==> src/rtl/hazard_pkg.sv <==
// Shared types and constants for the pipeline hazard / forwarding controller.
package hazard_pkg;

  localparam int NUM_REGS   = 32;
  localparam int REG_ADDR_W = $clog2(NUM_REGS);

  typedef enum logic [1:0] {
    FWD_RF  = 2'b00,
    FWD_MEM = 2'b01,
    FWD_WB  = 2'b10
  } fwd_sel_e;

  typedef enum logic {
    RUN      = 1'b0,
    MEM_WAIT = 1'b1
  } hz_state_e;

  typedef struct packed {
    logic [REG_ADDR_W-1:0] rd;
    logic                  wren;
    logic                  is_load;
    logic                  is_mem;
  } shadow_entry_t;

  localparam shadow_entry_t BUBBLE = '0;

  // x0 is hard-wired zero, so a write to it never produces a forwardable value.
  function automatic logic rd_live(input logic wren, input logic [REG_ADDR_W-1:0] rd);
    return wren && (rd != '0);
  endfunction

endpackage

==> src/rtl/hazard_fwd_sel.sv <==
// Priority comparator choosing the forwarding source for one ID-stage operand.
module hazard_fwd_sel
  import hazard_pkg::*;
(
  input  logic [REG_ADDR_W-1:0] rs_addr,
  input  logic                  rs_used,
  input  logic [REG_ADDR_W-1:0] ex_rd,
  input  logic                  ex_wren,
  input  logic [REG_ADDR_W-1:0] mem_rd,
  input  logic                  mem_wren,
  output fwd_sel_e              sel
);

  always_comb begin
    // NOTE: default assigned first so no path leaves sel unassigned (no latch).
    sel = FWD_RF;
    if (rs_used) begin
      // The EX producer is one stage ahead of the consumer next cycle, so it wins.
      if (rd_live(ex_wren, ex_rd) && (ex_rd == rs_addr)) begin
        sel = FWD_MEM;
      end else if (rd_live(mem_wren, mem_rd) && (mem_rd == rs_addr)) begin
        sel = FWD_WB;
      end
    end
  end

endmodule

==> src/rtl/hazard_fwd_ctrl.sv <==
// Hazard detection and forwarding control for the 5-stage core.
// Define HAZARD_STAT_EN to add the o_stall_cnt stall/freeze cycle counter.
module hazard_fwd_ctrl
  import hazard_pkg::*;
(
  input  logic                  i_clk,
  input  logic                  i_rst_n,
  input  logic [REG_ADDR_W-1:0] i_id_rs1_addr,
  input  logic [REG_ADDR_W-1:0] i_id_rs2_addr,
  input  logic                  i_id_rs1_used,
  input  logic                  i_id_rs2_used,
  input  logic [REG_ADDR_W-1:0] i_id_rd_addr,
  input  logic                  i_id_rd_wren,
  input  logic                  i_id_is_load,
  input  logic                  i_id_is_store,
  input  logic                  i_ex_br_taken,
  input  logic                  i_dmem_ready,
  output logic [1:0]            o_fwd_a_sel,
  output logic [1:0]            o_fwd_b_sel,
  output logic                  o_stall_pc,
  output logic                  o_stall_if_id,
  output logic                  o_flush_if_id,
  output logic                  o_flush_id_ex,
  output logic                  o_freeze
`ifdef HAZARD_STAT_EN
  ,
  output logic [31:0]           o_stall_cnt
`endif
);

  hz_state_e     state_q, state_d;
  shadow_entry_t ex_q, mem_q, wb_q, id_entry;
  fwd_sel_e      fwd_a_q, fwd_b_q, fwd_a_d, fwd_b_d;
  logic          active_q;
  logic          freeze, load_use, branch, flush_id_ex;
  logic          rs1_hit, rs2_hit;

  assign id_entry = '{rd:      i_id_rd_addr,
                      wren:    i_id_rd_wren,
                      is_load: i_id_is_load,
                      is_mem:  i_id_is_load | i_id_is_store};

  assign freeze  = mem_q.is_mem & ~i_dmem_ready;
  assign rs1_hit = i_id_rs1_used & (i_id_rs1_addr == ex_q.rd);
  assign rs2_hit = i_id_rs2_used & (i_id_rs2_addr == ex_q.rd);
  assign load_use = ~freeze & ex_q.is_load & rd_live(ex_q.wren, ex_q.rd) & (rs1_hit | rs2_hit);
  // active_q keeps the branch input masked until the first edge after reset release.
  assign branch      = active_q & ~freeze & i_ex_br_taken;
  assign flush_id_ex = branch | load_use;

  assign o_freeze      = freeze;
  assign o_stall_pc    = load_use & ~branch;
  assign o_stall_if_id = load_use & ~branch;
  assign o_flush_if_id = branch;
  assign o_flush_id_ex = flush_id_ex;
  assign o_fwd_a_sel   = fwd_a_q;
  assign o_fwd_b_sel   = fwd_b_q;

  hazard_fwd_sel u_fwd_a (
    .rs_addr  (i_id_rs1_addr),
    .rs_used  (i_id_rs1_used),
    .ex_rd    (ex_q.rd),
    .ex_wren  (ex_q.wren),
    .mem_rd   (mem_q.rd),
    .mem_wren (mem_q.wren),
    .sel      (fwd_a_d)
  );

  hazard_fwd_sel u_fwd_b (
    .rs_addr  (i_id_rs2_addr),
    .rs_used  (i_id_rs2_used),
    .ex_rd    (ex_q.rd),
    .ex_wren  (ex_q.wren),
    .mem_rd   (mem_q.rd),
    .mem_wren (mem_q.wren),
    .sel      (fwd_b_d)
  );

  always_comb begin
    state_d = state_q;
    case (state_q)
      RUN:      if (freeze)       state_d = MEM_WAIT;
      MEM_WAIT: if (i_dmem_ready) state_d = RUN;
    endcase
  end

  always_ff @(posedge i_clk or negedge i_rst_n) begin
    if (!i_rst_n) begin
      state_q  <= RUN;
      active_q <= 1'b0;
      ex_q     <= BUBBLE;
      mem_q    <= BUBBLE;
      wb_q     <= BUBBLE;
      fwd_a_q  <= FWD_RF;
      fwd_b_q  <= FWD_RF;
    end else begin
      // NOTE: non-blocking updates let the shift wb<-mem<-ex read pre-edge values.
      state_q  <= state_d;
      active_q <= 1'b1;
      if (!freeze) begin
        wb_q  <= mem_q;
        mem_q <= ex_q;
        if (flush_id_ex) begin
          ex_q    <= BUBBLE;
          fwd_a_q <= FWD_RF;
          fwd_b_q <= FWD_RF;
        end else begin
          ex_q    <= id_entry;
          fwd_a_q <= fwd_a_d;
          fwd_b_q <= fwd_b_d;
        end
      end
    end
  end

  // The WB slot is tracked to mirror the pipeline; nothing downstream reads it yet.
  logic unused_wb;
  assign unused_wb = ^wb_q;

`ifdef HAZARD_STAT_EN
  always_ff @(posedge i_clk or negedge i_rst_n) begin
    if (!i_rst_n) begin
      o_stall_cnt <= '0;
    end else if (o_stall_pc | freeze) begin
      o_stall_cnt <= o_stall_cnt + 32'd1;
    end
  end
`endif

endmodule

==> config.mk <==
export PLATFORM = sky130hd
export DESIGN_NAME = hazard_fwd_ctrl
export DESIGN_NICKNAME = d
export VERILOG_FILES = /design/src/rtl/hazard_pkg.sv /design/src/rtl/hazard_fwd_sel.sv /design/src/rtl/hazard_fwd_ctrl.sv
export SDC_FILE = /design/constraint.sdc
export NUM_CORES = 1
export LEC_CHECK = 0
export BUFFER_PORTS_ARGS = -buffer_cell sky130_fd_sc_hd__buf_2
export CAP_MARGIN = 20
export CORE_MARGIN = 1.5
export CORE_UTILIZATION = 35
export CTS_CLUSTER_DIAMETER = 50
export CTS_CLUSTER_SIZE = 40
export DETAILED_ROUTE_END_ITERATION = 8
export PLACE_DENSITY = 0.61
export SLEW_MARGIN = 20
export SYNTH_ARGS = -nofsm -noshare
export SYNTH_HDL_FRONTEND = slang
export SYNTH_SLANG_ARGS = --single-unit
==> constraint.sdc <==
create_clock -name i_clk -period 2.2 [get_ports i_clk]
set_clock_uncertainty 0.15 [all_clocks]
set_input_delay 0.33 -clock i_clk [delete_from_list [all_inputs] [get_ports i_clk]]
set_output_delay 0.33 -clock i_clk [all_outputs]
set_load 0.02 [all_outputs]
==> flow_metrics.py, run 1 <==
metrics = {
    "placed_design": {
        "dp_hpwl_um": 1790,
        "pre_cts_ws_ns": 0.154,
        "globalplace.congestion": 0.866,
        "dpl-instance-area_um2": 1290,
        "port_buffers": 32,
    },
    "route": {
        "routedWlPerCell_um": 14.1,
        "wl_um": 2390,
        "drtPass1Iterations": 4,
        "num_vias": 898,
        "final_antenna_net_count": 0,
        "drc": 0,
        "drt_iter0_drc": 14,
        "viasPerCell": 5.28,
    },
    "setup_path": {
        "crit_fanout": 5,
        "critPathRequiredTime_ns": 1.72,
        "worst_setup_path_start_kind": "register",
        "criticalPathCategory": "reg -> out",
        "critical_path.cell_chain": "or4_4, o21a_1, o211ai_4, nor2b_2, buf_2",
        "arrival_ns": 1.83,
        "crit_buf_inv": 1,
        "cp_slowest_stage_delay_ns": 0.51,
        "crit_path_end_kind": "primary output",
        "cpMaxStageDelayCell": "or4_4",
        "path_delay_family": "simple AND/OR/NAND/NOR gates",
    },
    "logic_synthesis": {
        "synth-seq-cells": 20,
        "async_reset_ff_share_pct": 100,
        "synth_top_family_by_area": "compound AO/OA/AOI/OAI gates",
        "synth-edff-count": 0,
        "synth.avg_cell_area_um2": 11.1,
        "synth_xor_area_share_pct": 16.0,
        "synth_mux_area_share_pct": 6.19,
        "synth_warnings": 0,
        "synth-simple-area-share_pct": 11.9,
        "synth_compound_area_share_pct": 16.2,
        "yosys-top-cells-area": "dfrtp_1, xnor2_1, a32o_1",
        "synth_top_area_share_pct": 45.8,
        "syn_nets": 122,
        "synth.cell_area_um2": 1090,
        "synthCells": 98,
        "yosysTopAreaCell": "dfrtp_1",
        "synth_adder_area_share_pct": 0,
        "synth.distinct_cells": 27,
        "synthFlopType": "dfrtp_1",
        "ys_seq_area_share_pct": 45.8,
    },
    "cts": {
        "cts_root_buffer": "clkbuf_4",
        "clk-insertion-delay-late_ns": 0.30,
        "cts_tree": "yes",
        "cts_max_path_buffers": 2,
        "cts_made_buffers": 3,
        "clock-sinks": 20,
        "h-tree-depth": 1,
        "cts.reportedPaths.clkPinSlew_ns": 0.11,
    },
    "layout": {
        "num_antenna_cells": 0,
        "layout-drive-gt1-share_pct": 44.5,
        "fin_area_um2": 1420,
        "syn2layout_area_growth_pct": 30.2,
        "fin_nets": 162,
    },
    "timing": {
        "fin_ws_ns": -0.114,
        "rsz0062_at_grt": "true",
        "finalCritPeriodShare_pct": 105,
        "setup_viol": 3,
        "fmax_mhz": 432,
        "maxSlewViolCount": 0,
        "hold_viol": 0,
        "period_needed_ns": 2.31,
    },
    "floorplan": {
        "pin_count": 33,
        "placementRows": 20,
        "initial_core_util_pct": 36.4,
        "core_area_um2": 3000,
        "die_x_um": 58.9,
        "die_area_um2": 3470,
        "fp.dieH_um": 58.9,
    },
    "global_routing": {
        "antenna_found_initial": 0,
        "grt_pass1_wl_um": 4100,
        "grt_max_degree": 23,
        "grt_pass1_vias": 925,
        "overflow": 0,
        "gr-usage-all-layers_pct": 16.0,
    },
    "outcome": {
        "outcome": "complete, but fails checks",
        "violations": "setup timing",
    },
    "power": {
        "p_leak_nw": 0.637,
        "power.total_mw": 1.07,
        "max-vdd-ir-drop_mv": 0.444,
        "power_density_nw_per_um2": 751,
    },
    "job": {
        "max_cap_viol_count": 0,
    },
    "worst_hold_path": {
        "hold_path.class": "in -> reg",
    },
}
repair_timing:
item,in CTS,in global routing
hold endpoints to repair,20,0
hold buffers,1,0
buffers inserted,3,1
gates resized for setup,2,7
pin swaps,1,1
setup endpoints to repair,3,3
where the power goes:
group          switching [mW]  internal, mW
Clock                   0.116         0.184
Combinational           0.130         0.157
Sequential             0.0601         0.420
Total                   0.307         0.761
cell families after synthesis:
kind of cell,Yosys count
buffers and inverters,7
other,1
XOR/XNOR,20
multiplexers,6
AND/OR/NAND/NOR,24
flip-flops,20
AO/OA/AOI/OAI,20
cell type report:
type                       count  area, um2
clock inverter                 1       30.0
tap                           33       41.3
timing repair buffer          42        246
fill                         282       1580
sequential                    20        502
multi-input combinational     71        581
clock buffer                   3       22.5
metal layers:
layer  vias to the layer above  global-route usage [%]  part of all wire, %
met4                         0                    8.44                  3.0
met5                         -                       0                    0
met2                        27                    26.2                   48
met1                       425                    19.2                   45
li1                        438                       -                    -
met3                         8                    3.96                  4.6
path summary, 6_finish.rpt:
kind                                      from  depth (start not counted)                          to  slack [ns]
min in group asynchronous              i_rst_n                          2  o_fwd_a_sel[0]$_DFFE_PN0N_        0.34
min                               i_id_rd_wren                          2         ex_q[2]$_DFFE_PN0N_        0.11
max reg2reg                ex_q[5]$_DFFE_PN0N_                          8         ex_q[4]$_DFFE_PN0N_        0.22
min reg2reg                ex_q[0]$_DFFE_PN0N_                          1        mem_q[0]$_DFFE_PN0N_        0.34
max                        ex_q[6]$_DFFE_PN0N_                          5                  o_stall_pc       -0.11
max in group asynchronous              i_rst_n                          2         ex_q[3]$_DFFE_PN0N_        1.24
layout by cell type (no fill, tap or decap), types with 2 or more instances in the layout:
cell	instances
o21a_1	2
buf_2	30
nand2_1	4
a22o_1	5
nor2_1	2
and3_1	2
dfrtp_1	19
a32o_1	7
buf_4	10
xnor2_1	15
xor2_1	4
clkbuf_4	3
nor4_1	2
nor3_1	2
nor2_2	2
nand3_1	3
nand4_1	2
mux2_2	6
cells in the mapped netlist, drive strengths merged, types with 2 or more instances:
master	count
and3	2
nor2b	2
nor2	4
mux2	6
a21oi	2
nor3	2
xor2	4
a22o	5
nand3	3
clkbuf	4
nor4	2
or4	2
xnor2	16
buf	3
a32o	7
o21a	2
nand4	2
dfrtp	20
nand2	4
o211ai	3
stage by stage:
step           hold slack (ns)  utilization (%)  instances  TNS (ns)
6_report                 0.107             47.4        170    -0.324
3_5_place_dp             0.153             43.1        161         0
4_1_cts                 0.0978             46.3        169    -0.376
5_1_grt                  0.100             47.4        170    -0.561
2_1_floorplan           -0.116                -         98         0
3_3_place_gp             0.152             43.1        161         0
worst register-to-register path, delay by kind of cell (launching register included):
family | cells | cell delay (ns)
AO/OA/AOI/OAI | 2 | 0.38
AND/OR/NAND/NOR | 2 | 0.34
flip-flops | 1 | 0.41
XOR/XNOR | 1 | 0.16
buffers and inverters | 3 | 0.46
registers in the layout, summed over array words and instances, names as in the netlist:
name         flops
ex_q             8
mem_q            7
o_fwd_a_sel      2
o_fwd_b_sel      2
active_q         1
Note: power is estimated with default switching activity, not from simulation.
==> inputs of run 2 (changes only) <==
--- a/config.mk
+++ b/config.mk
@@ -9,9 +9,9 @@
 export CAP_MARGIN = 20
 export CORE_MARGIN = 1.5
-export CORE_UTILIZATION = 35
+export CORE_UTILIZATION = 54
 export CTS_CLUSTER_DIAMETER = 50
 export CTS_CLUSTER_SIZE = 40
 export DETAILED_ROUTE_END_ITERATION = 8
-export PLACE_DENSITY = 0.61
+export PLACE_DENSITY = 0.86
 export SLEW_MARGIN = 20
 export SYNTH_ARGS = -nofsm -noshare
==> constraint.sdc (replaced) <==
create_clock -name i_clk -period 2.9 [get_ports i_clk]
set_clock_uncertainty 0.15 [all_clocks]
set_input_delay 0.435 -clock i_clk [delete_from_list [all_inputs] [get_ports i_clk]]
set_output_delay 0.435 -clock i_clk [all_outputs]
set_load 0.1 [all_outputs]
==> flow_metrics.py, run 2 (synthesis results as in run 1) <==
metrics = {
    "floorplan": {
        "fp.dieH_um": 48.0,
        "die_x_um": 48.0,
        "initial_core_util_pct": 56.3,
        "placementRows": 16,
        "pin_count": 33,
        "core_area_um2": 1940,
        "die_area_um2": 2300,
    },
    "timing": {
        "finalCritPeriodShare_pct": 94.5,
        "fin_ws_ns": 0.161,
        "maxSlewViolCount": 0,
        "period_needed_ns": 2.74,
        "whs_ns": 0.219,
        "hold_viol": 0,
        "setup_viol": 0,
        "rsz0062_at_grt": "false",
        "fmax_mhz": 365,
    },
    "cts": {
        "cts_max_path_buffers": 2,
        "cts_root_buffer": "clkbuf_4",
        "cts.reportedPaths.clkPinSlew_ns": 0.11,
        "cts_setup_buffers": 0,
        "clock-sinks": 20,
        "cts_tree": "yes",
        "h-tree-depth": 1,
        "clk-insertion-delay-late_ns": 0.30,
        "cts_made_buffers": 3,
    },
    "layout": {
        "layout-drive-gt1-share_pct": 39.7,
        "largest-register": "ex_q",
        "syn2layout_area_growth_pct": 22.7,
        "final.fill_count": 156,
        "layout_common_cells": "buf_2, dfrtp_1, xnor2_1",
        "fin_nets": 156,
        "largest_register_ffs": 8,
        "num_antenna_cells": 0,
        "top_regs": "ex_q x8, mem_q x7",
        "mostFrequentLayoutCell": "buf_2",
    },
    "global_routing": {
        "grt_max_degree": 23,
        "grt_pass1_vias": 852,
        "gr-usage-all-layers_pct": 23.7,
        "antenna_found_initial": 0,
        "grt_pass1_wl_um": 3730,
        "overflow": 0,
    },
    "route": {
        "routedWlPerCell_um": 14.9,
        "num_vias": 877,
        "final_antenna_net_count": 0,
        "drc": 0,
        "wl_um": 2350,
        "drt_iter0_drc": 24,
        "viasPerCell": 5.55,
        "drtPass1Iterations": 3,
    },
    "outcome": {
        "outcome": "completed",
    },
    "job": {
        "max_cap_viol_count": 0,
    },
    "setup_path": {
        "criticalPathCategory": "reg -> out",
        "arrival_ns": 2.15,
        "crit_path_end_kind": "primary output",
        "worst_setup_path_start_kind": "register",
        "crit_fanout": 7,
        "critPathRequiredTime_ns": 2.32,
    },
    "placed_design": {
        "port_buffers": 32,
        "globalplace.congestion": 0.893,
        "dp_hpwl_um": 1840,
        "pre_cts_ws_ns": 0.499,
    },
    "worst_hold_path": {
        "hold_path.class": "in -> reg",
    },
    "power": {
        "p_leak_nw": 0.606,
        "power_density_nw_per_um2": 570,
        "max-vdd-ir-drop_mv": 0.406,
    },
}
==> run 2: worst paths after layout <==
kind / from / endpoint / slack (ns) / cells past startpoint
setup / recovery: ex_q[3]$_DFFE_PN0N_ / o_stall_if_id / 0.16 / 6
hold / removal: i_id_rd_addr[2] / ex_q[5]$_DFFE_PN0N_ / 0.22 / 2
setup reg to reg: ex_q[4]$_DFFE_PN0N_ / ex_q[3]$_DFFE_PN0N_ / 0.85 / 5
hold reg to reg: ex_q[0]$_DFFE_PN0N_ / mem_q[0]$_DFFE_PN0N_ / 0.34 / 1
max in group asynchronous: i_rst_n / mem_q[2]$_DFFE_PN0N_ / 1.85 / 2
min in group asynchronous: i_rst_n / o_fwd_a_sel[1]$_DFFE_PN0N_ / 0.44 / 2
==> run 2: metal layers <==
metal | vias up | routed length [um] | track usage [%]
li1 | 423 | - | -
met1 | 428 | 1040 | 31.1
met2 | 20 | 1190 | 38.9
met3 | 6 | 74 | 3.77
met4 | 0 | 42 | 9.19
met5 | - | 0 | 0
==> run 2: power breakdown <==
group | total, mW | leakage (nW) | switching (mW) | internal (mW)
Combinational | 0.231 | 0.332 | 0.118 | 0.113
Sequential | 0.371 | 0.253 | 0.0525 | 0.318
Clock | 0.162 | 0.0210 | 0.0857 | 0.0766
Total | 0.764 | 0.606 | 0.256 | 0.508
==> run 2: through the flow <==
step / TNS, ns / power (mW) / utilization (%) / cells / instance area (um2)
finish: 0 / 0.764 / 69.0 / 158 / 1340
global route: 0 / 0.808 / 69.0 / 158 / 1340
CTS: 0 / 0.766 / 69.0 / 158 / 1340
detailed placement: 0 / 0.606 / 66.6 / 153 / 1290
global placement: 0 / 0.596 / 66.6 / 153 / 1290
floorplan: -0.121 / 0.535 / - / 98 / 1100
==> run 2: cell type report <==
cell class,instances,area [um2],area share (%)
flip-flops and latches,20,500,37.3
clock buffers,4,36.3,2.71
well taps,27,33.8,2.52
multi-input cells,71,562,41.9
repair buffers,36,208,15.5
==> run 2: timing repair <==
item                      CTS  global route
hold buffers                1             0
hold endpoints to repair   20             0
gates resized for setup     0             0
==> run 2: worst max-delay path: stages, from the launching register on <==
cell	delay (ns)
dfrtp_1	0.51
xnor2_1	0.22
nand4_1	0.13
nor2_1	0.17
o211ai_2	0.19
nor2b_2	0.19
buf_2	0.44
==> inputs of run 3 (changes only) <==
- CORE_UTILIZATION: 54 -> 50
- PLACE_DENSITY: 0.86 -> 0.81
- clock period: 2.9 -> 2.7 ns (I/O delays scaled with it)
==> flow_metrics.py, run 3 (synthesis results as in run 1) <==
metrics = {
    "timing": {
        "rsz0062_at_grt": "false",
        "setup_viol": 0,
        "period_needed_ns": 2.60,
        "maxSlewViolCount": 0,
        "setup_tns_ns": 0,
        "hold_viol": 0,
        "finalCritPeriodShare_pct": 96.3,
        "fin_ws_ns": 0.101,
        "fmax_mhz": 385,
    },
    "setup_path": {
        "criticalPathCategory": "reg -> out",
        "worst_setup_path_start_kind": "register",
        "critPathRequiredTime_ns": 2.14,
        "arrival_ns": 2.04,
        "crit_path_end_kind": "primary output",
        "crit_fanout": 5,
    },
    "layout": {
        "layout_common_cells": "buf_2, dfrtp_1, xnor2_1",
        "top_regs": "ex_q x8, mem_q x7",
        "largest-register": "ex_q",
        "fin_nets": 156,
        "stdcell_count": 157,
        "fin_area_um2": 1330,
        "num_antenna_cells": 0,
        "largest_register_ffs": 8,
        "mostFrequentLayoutCell": "buf_2",
        "syn2layout_area_growth_pct": 22.1,
        "fin_util_pct": 66.6,
        "layout-drive-gt1-share_pct": 39.2,
    },
    "floorplan": {
        "pin_count": 33,
        "placementRows": 16,
        "die_x_um": 49.7,
        "die_area_um2": 2470,
        "fp.dieH_um": 49.7,
        "core_area_um2": 2000,
        "initial_core_util_pct": 54.6,
    },
    "global_routing": {
        "grt_pass1_wl_um": 4130,
        "gr-usage-all-layers_pct": 22.6,
        "antenna_found_initial": 0,
        "grt_pass1_vias": 883,
        "overflow": 0,
        "grt_max_degree": 23,
    },
    "route": {
        "final_antenna_net_count": 0,
        "drtPass1Iterations": 4,
        "drt_iter0_drc": 32,
        "num_vias": 902,
        "wl_um": 2340,
        "drc": 0,
        "viasPerCell": 5.75,
        "routedWlPerCell_um": 14.9,
    },
    "placed_design": {
        "dp.cells": 153,
        "port_buffers": 32,
        "pre_cts_ws_ns": 0.411,
        "globalplace.congestion": 0.871,
        "dp_hpwl_um": 1820,
        "dpl-instance-area_um2": 1300,
    },
    "outcome": {
        "outcome": "completed",
    },
    "cts": {
        "clock-sinks": 20,
        "cts_made_buffers": 3,
        "clk-insertion-delay-late_ns": 0.30,
        "cts_root_buffer": "clkbuf_4",
        "cts_setup_buffers": 0,
        "h-tree-depth": 1,
        "cts_tree": "yes",
        "cts.reportedPaths.clkPinSlew_ns": 0.10,
        "cts_max_path_buffers": 2,
    },
    "power": {
        "power_density_nw_per_um2": 589,
        "max-vdd-ir-drop_mv": 0.423,
        "p_leak_nw": 0.602,
    },
    "worst_hold_path": {
        "hold_path.class": "in -> reg",
    },
    "job": {
        "max_cap_viol_count": 0,
    },
}
[run 3: cell types whose count changed in the layout (fill, tap and decap cells not counted), sizes merged]
cell / previous run / this run
buf: 35 / 34
[run 3: what timing repair did]
item | in CTS | in global routing
endpoints found under the hold margin | 20 | 0
resized for setup | 0 | 1
endpoints found under the setup margin | 0 | 1
hold buffers | 1 | 0
[run 3: worst max-delay path: stages (launching register included)]
cell	delay, ns
dfrtp_1	0.47
or4_4	0.58
o21a_1	0.20
o211ai_2	0.12
a21oi_2	0.09
clkbuf_4	0.28
[run 3: final cells by class]
cell class / instances / area, um2
Clock buffer: 3 / 22.5
Fill cell: 172 / 668
Multi-Input combinational cell: 71 / 567
Sequential cell: 20 / 500
Tap cell: 27 / 33.8
Timing Repair Buffer: 36 / 210
[run 3: worst paths after layout]
kind / depth (start not counted) / endpoint / slack (ns) / startpoint
worst min-delay path: 2 / ex_q[3]$_DFFE_PN0N_ / 0.19 / i_id_rd_addr[0]
worst min register to register: 1 / mem_q[0]$_DFFE_PN0N_ / 0.34 / ex_q[0]$_DFFE_PN0N_
max in group asynchronous: 2 / mem_q[4]$_DFFE_PN0N_ / 1.68 / i_rst_n
worst max-delay path: 5 / o_flush_id_ex / 0.10 / ex_q[4]$_DFFE_PN0N_
min in group asynchronous: 2 / o_fwd_a_sel[1]$_DFFE_PN0N_ / 0.41 / i_rst_n
worst max register to register: 5 / ex_q[2]$_DFFE_PN0N_ / 0.68 / ex_q[4]$_DFFE_PN0N_
[run 3: per-stage QoR]
step / total power [mW] / hold WS, ns
detailed placement: 0.652 / 0.221
CTS: 0.795 / 0.185
finish: 0.786 / 0.193
floorplan: 0.575 / -0.0406
global route: 0.831 / 0.186
global placement: 0.643 / 0.216
[run 3: report_power, final]
group	switching (mW)	internal [mW]
logic	0.128	0.123
clock network	0.0861	0.0521
registers	0.0555	0.342
[run 3: metal layers]
layer | up-vias | GRT usage [%] | share of wire, %
li1 | 424 | - | -
met2 | 48 | 36.9 | 47
met1 | 423 | 28.7 | 42
met3 | 7 | 4.85 | 8.8
met5 | - | 0 | 0
met4 | 0 | 9.72 | 2.5
